**src/rtl/pipe_skid_stage_if.sv**
```systemverilog
// Valid/ready handshake bundle for pipe_skid_stage: upstream in_* and downstream out_* channels.
// The stage connects through the slave modport and the driving side uses master.
interface pipe_skid_stage_if #(
  parameter int unsigned WIDTH = 16
) ();

  logic             in_valid;
  logic [WIDTH-1:0] in_data;
  logic             in_ready;
  logic             out_valid;
  logic [WIDTH-1:0] out_data;
  logic             out_ready;

  modport master (
    output in_valid,
    output in_data,
    output out_ready,
    input  in_ready,
    input  out_valid,
    input  out_data
  );

  modport slave (
    input  in_valid,
    input  in_data,
    input  out_ready,
    output in_ready,
    output out_valid,
    output out_data
  );

endinterface

```
**src/rtl/pipe_skid_stage.sv**
```systemverilog
// Two-entry pipeline skid stage with registered in_ready/out_valid/out_data, synchronous flush
// and a saturating count of downstream-stall cycles.
module pipe_skid_stage #(
  parameter int unsigned WIDTH = 16,
  parameter int unsigned CNT_W = 8
) (
  input  logic                 clk,
  input  logic                 reset,
  input  logic                 flush,
  pipe_skid_stage_if.slave     bus,
  output logic [1:0]           occupancy,
  output logic [CNT_W-1:0]     stall_count
);

  // Bit 0 of the encoding is out_valid, so that output comes straight off the state register.
  typedef enum logic [1:0] {
    StEmpty = 2'b00,
    StBusy  = 2'b01,
    StFull  = 2'b11
  } state_e;

  state_e           state_q, state_d;
  logic [WIDTH-1:0] main_q, main_d;
  logic [WIDTH-1:0] skid_q, skid_d;
  logic             in_ready_q, in_ready_d;
  logic [CNT_W-1:0] stall_q, stall_d;

  logic out_valid;
  logic in_fire;
  logic out_fire;

  assign out_valid = state_q[0];
  assign in_fire   = bus.in_valid & in_ready_q;
  assign out_fire  = out_valid & bus.out_ready;

  assign bus.out_valid = out_valid;
  assign bus.in_ready  = in_ready_q;
  assign bus.out_data  = main_q;
  assign stall_count   = stall_q;

  always_comb begin
    state_d = state_q;
    main_d  = main_q;
    skid_d  = skid_q;

    case (state_q)
      StEmpty: begin
        if (in_fire) begin
          state_d = StBusy;
          main_d  = bus.in_data;
        end
      end
      StBusy: begin
        if (in_fire && out_fire) begin
          main_d = bus.in_data;
        end else if (in_fire) begin
          state_d = StFull;
          skid_d  = bus.in_data;
        end else if (out_fire) begin
          state_d = StEmpty;
        end
      end
      StFull: begin
        if (out_fire) begin
          state_d = StBusy;
          main_d  = skid_q;
        end
      end
      default: begin
        state_d = StEmpty;
      end
    endcase

    // Flush wins over any same-cycle transition; a word leaving this cycle is still delivered.
    if (flush) begin
      state_d = StEmpty;
      main_d  = '0;
      skid_d  = '0;
    end

    in_ready_d = (state_d != StFull);
  end

  always_comb begin
    stall_d = stall_q;
    if (out_valid && !bus.out_ready && (stall_q != {CNT_W{1'b1}})) begin
      stall_d = stall_q + CNT_W'(1);
    end
  end

  always_comb begin
    occupancy = 2'd0;
    case (state_q)
      StBusy:  occupancy = 2'd1;
      StFull:  occupancy = 2'd2;
      default: occupancy = 2'd0;
    endcase
  end

  always_ff @(posedge clk) begin
    if (reset) begin
      state_q    <= StEmpty;
      main_q     <= '0;
      skid_q     <= '0;
      in_ready_q <= 1'b1;
      stall_q    <= '0;
    end else begin
      state_q    <= state_d;
      main_q     <= main_d;
      skid_q     <= skid_d;
      in_ready_q <= in_ready_d;
      stall_q    <= stall_d;
    end
  end

  // in_ready is a separate flop; it must always agree with the state it shadows.
  a_in_ready_tracks_state: assert property (
    @(posedge clk) disable iff (reset) in_ready_q == (state_q != StFull)
  );

  a_state_legal: assert property (
    @(posedge clk) disable iff (reset) state_q inside {StEmpty, StBusy, StFull}
  );

endmodule

```
**src/flat_wrapper.sv**
```systemverilog
// flat-port wrapper written by rule: the top's interface ports become plain ports
module pipe_skid_stage_flat 
#(
  parameter int unsigned WIDTH = 16,
  parameter int unsigned CNT_W = 8
)
  (clk, reset, flush, occupancy, stall_count, bus_in_valid, bus_in_data, bus_out_ready, bus_in_ready, bus_out_valid, bus_out_data);
  pipe_skid_stage_if #(.WIDTH(WIDTH)) bus_i ();
  input  logic clk;
  input  logic reset;
  input  logic flush;
  output logic [1:0] occupancy;
  output logic [CNT_W-1:0] stall_count;
  input wire logic [$bits(bus_i.in_valid)-1:0] bus_in_valid;
  input wire logic [$bits(bus_i.in_data)-1:0] bus_in_data;
  input wire logic [$bits(bus_i.out_ready)-1:0] bus_out_ready;
  output wire logic [$bits(bus_i.in_ready)-1:0] bus_in_ready;
  output wire logic [$bits(bus_i.out_valid)-1:0] bus_out_valid;
  output wire logic [$bits(bus_i.out_data)-1:0] bus_out_data;
  assign bus_i.in_valid = bus_in_valid;
  assign bus_i.in_data = bus_in_data;
  assign bus_i.out_ready = bus_out_ready;
  assign bus_in_ready = bus_i.in_ready;
  assign bus_out_valid = bus_i.out_valid;
  assign bus_out_data = bus_i.out_data;
  pipe_skid_stage #(.WIDTH(WIDTH), .CNT_W(CNT_W)) u_core (.clk(clk), .reset(reset), .flush(flush), .bus(bus_i), .occupancy(occupancy), .stall_count(stall_count));
endmodule
```
**config.mk**
```make
export PLATFORM = sky130hd
export DESIGN_NAME = pipe_skid_stage_flat
export DESIGN_NICKNAME = d
export VERILOG_FILES = /design/src/rtl/pipe_skid_stage_if.sv /design/src/rtl/pipe_skid_stage.sv /design/src/flat_wrapper.sv
export SDC_FILE = /design/constraint.sdc
export NUM_CORES = 1
export LEC_CHECK = 0
export CORE_UTILIZATION = 50
export CTS_CLUSTER_SIZE = 10
export DETAILED_ROUTE_END_ITERATION = 6
export GPL_TIMING_DRIVEN = 0
export HOLD_SLACK_MARGIN = 0.15
export PLACE_DENSITY = 0.83
export SLEW_MARGIN = 10
export SYNTH_ARGS = -nofsm -noshare
export SYNTH_HDL_FRONTEND = slang
export SYNTH_SLANG_ARGS = --single-unit
```
**constraint.sdc**
```tcl
create_clock -name clk -period 2.26 [get_ports clk]
set_input_delay 0.226 -clock clk [delete_from_list [all_inputs] [get_ports clk]]
set_output_delay 0.226 -clock clk [all_outputs]
set_load 0.005 [all_outputs]
```
==> impl_metrics.yaml <==
floorplan:
  chipHeight_um: 61.2
  core_area_um2: 3340
  rows: 21
  die_w_um: 61.2
  start_util_pct: 52.5
  io_pins: 49
  dieArea_um2: 3740
synth:
  synth_cell_types: 31
  synth_edf_count: 0
  yosysMostFrequentCell: "nand2_1"
  ys_seq_elements: 43
  synth.avg_cell_area_um2: 8.04
  synth_fp_nets: 240
  yosys_most_used_dff: "dfxtp_1"
  synth_seq_area_share_pct: 49.1
  netlist_area_um2: 1750
  synthArstFlopShare_pct: 0
  syn_inst: 218
  synth_top_area_share_pct: 49.1
  synth_common_cells: "68 x nand2_1, 43 x dfxtp_1, 23 x nor2_1, 20 x a21oi_1, 16 x a311oi_1"
  netlist_top_cells_area: "dfxtp_1 49%, nand2_1 15%, a311oi_1 8.0%, a21oi_1 5.7%, nor2_1 4.9%"
  yosysWarnings: 0
  synth_top_area_cell: "dfxtp_1"
drt:
  avgViaCountPerCell: 5.15
  m1WireLength_mm: 1.76
  wl_met3_um: 217
  drtIter0Drc: 66
  num_vias: 1649
  drcViolationCount: 0
  ant_nets: 0
  first_pass_iters: 4
  wl_met2_mm: 1.96
  avgRoutedWirePerCell_um: 12.5
  dr.max_layer_used: "met4"
  wl_mm: 4.00
timing:
  fin_tns_setup_ns: 0
  fin_crit_ns: 2.09
  timing.fmax_mhz: 478
  fin_skew_ns: 0.00886
  min_period_over_period_pct: 92.5
  tightest_slew_ns: 0.479
  setup_viol: 0
  worst_slack_ns: 0.169
  whs_ns: 0.448
  rsz0062_at_grt: "no"
  slew_headroom_pct: 67.9
  report.final.slew_viol_count: 0
  finalHoldViolCount: 0
cts:
  cts_buffer_depth: 2
  cts_buffers: 5
  clk_pin_slew_ns: 0.12
  htreeDepth: 2
  clkLatencyLatePin_ns: 0.35
  cts_setup_buffers: 0
  cts_sinks: 43
  tritoncts: "yes"
  cts_root_buffer: "clkbuf_4"
min_path:
  min_path_cells: 3
  hold_path_class: "in2reg"
cells_and_area:
  drive_above_1_share_pct: 6.93
  antenna_cells: 0
  nets: 295
  fin_cells: 320
  fin_area_um2: 2340
  areaGrowthSynthToFinish_pct: 33.8
  fin_util_pct: 70.2
setup_path:
  endpoint_kind: "output port"
  critPathArrivalTime_ns: 1.87
  crit_type: "reg2out"
  cp_max_fo: 10
  start_kind: "flop"
  ff2ff_path_depth: 6
  crit_required_ns: 2.03
global_routing:
  antenna_found_initial: 0
  grt_max_degree: 13
  grt-ovfl-total: 0
  grt_pass1_wl_mm: 6.25
  grt_usage_pct: 23.2
  grt_pass1_vias: 1427
place:
  port_buffers: 47
  dpl_cell_area_um2: 2280
  numPlacedInstances: 311
  place_ws_ns: 0.282
  dpl.hpwl_mm: 2.83
  routabilityCongestion: 0.757
pwr:
  leakagePower_nw: 0.854
  finalPower_mw: 1.29
  peakVddDrop_mv: 0.361
  p_per_area_nw_per_um2: 550
status:
  status: "finished, final reports clean"
flow_run:
  max_cap_viol_count: 0
-- state kept, by name (all words and copies together) (netlist names) --
register             count
u_core.skid_q           16
u_core.stall_count       8
u_core.bus.in_ready      1
u_core.state_q           2
u_core.bus.out_data     16
-- cell usage in the layout (no fill, tap or decap), types with 2 or more instances in the layout --
cell and instances:
nand4_1 2, nor2b_1 2, inv_1 2, clkinv_2 2
xor2_1 4, nand2b_1 2, dfxtp_1 43, buf_2 4
or3_1 4, a311oi_1 16, nor2_1 23, clkbuf_1 8
nand2_1 67, o211ai_1 2, buf_4 2, o21ai_0 3
clkbuf_4 5, clkdlybuf4s50_1 47, a21oi_1 20
-- area by class of cell --
| cell class | instances | area [µm²] |
|---|---|---|
| clock inverters | 1 | 5.00 |
| repair buffers | 48 | 480 |
| plain buffers | 14 | 66.3 |
| well taps | 46 | 57.6 |
| inverters | 3 | 12.5 |
| clock buffers | 7 | 45.0 |
| flip-flops and latches | 43 | 861 |
| fillers | 299 | 993 |
| multi-input cells | 158 | 816 |
-- worst paths after layout --
check	startpoint	to	slack [ns]
worst max-delay path	u_core.state_q[0]	occupancy[1]	0.17
worst min register to register	u_core.skid_q[10]	u_core.skid_q[10]	0.46
worst min-delay path	bus_in_data[0]	u_core.skid_q[0]	0.45
worst max register to register	u_core.state_q[0]	u_core.skid_q[12]	0.57
-- logic make-up (layout without fill, tap and decap cells) --
family	after synthesis	after routing	synth area share, %
and+or+nand+nor	109	109	26.9
AOI/OAI and AO/OA	43	43	16.2
DFF	43	43	49.1
buffers and inverters	17	73	4.43
xor gates and xnor gates	4	4	2.00
adders and majority gates	1	1	0.714
muxes	1	1	0.571
-- where the power goes --
group	internal, mW	total, mW	leakage (nW)	switching [mW]
clock	0.122	0.357	0.0293	0.236
sequential	0.774	0.784	0.349	0.00999
combinational	0.0811	0.147	0.476	0.0663
-- routing by layer --
| metal | track usage, % | up-vias |
|---|---|---|
| li1 | - | 847 |
| met1 | 28.8 | 754 |
| met2 | 39.4 | 41 |
| met3 | 5.88 | 7 |
| met4 | 7.14 | 0 |
| met5 | 0 | - |
-- what timing repair did --
item,in CTS,in global routing
gates cloned,0,0
resized for setup,1,1
hold buffers,1,0
endpoints found under the hold margin,7,0
setup endpoints to repair,1,1
-- critical path: stages (launching register included) --
cell	delay (ns)
dfxtp_1	0.48
nand2_2	0.18
clkinv_2	0.14
buf_4	0.19
clkdlybuf4s50_1	0.51
No activity file was read; power rests on OpenSTA's default activity.
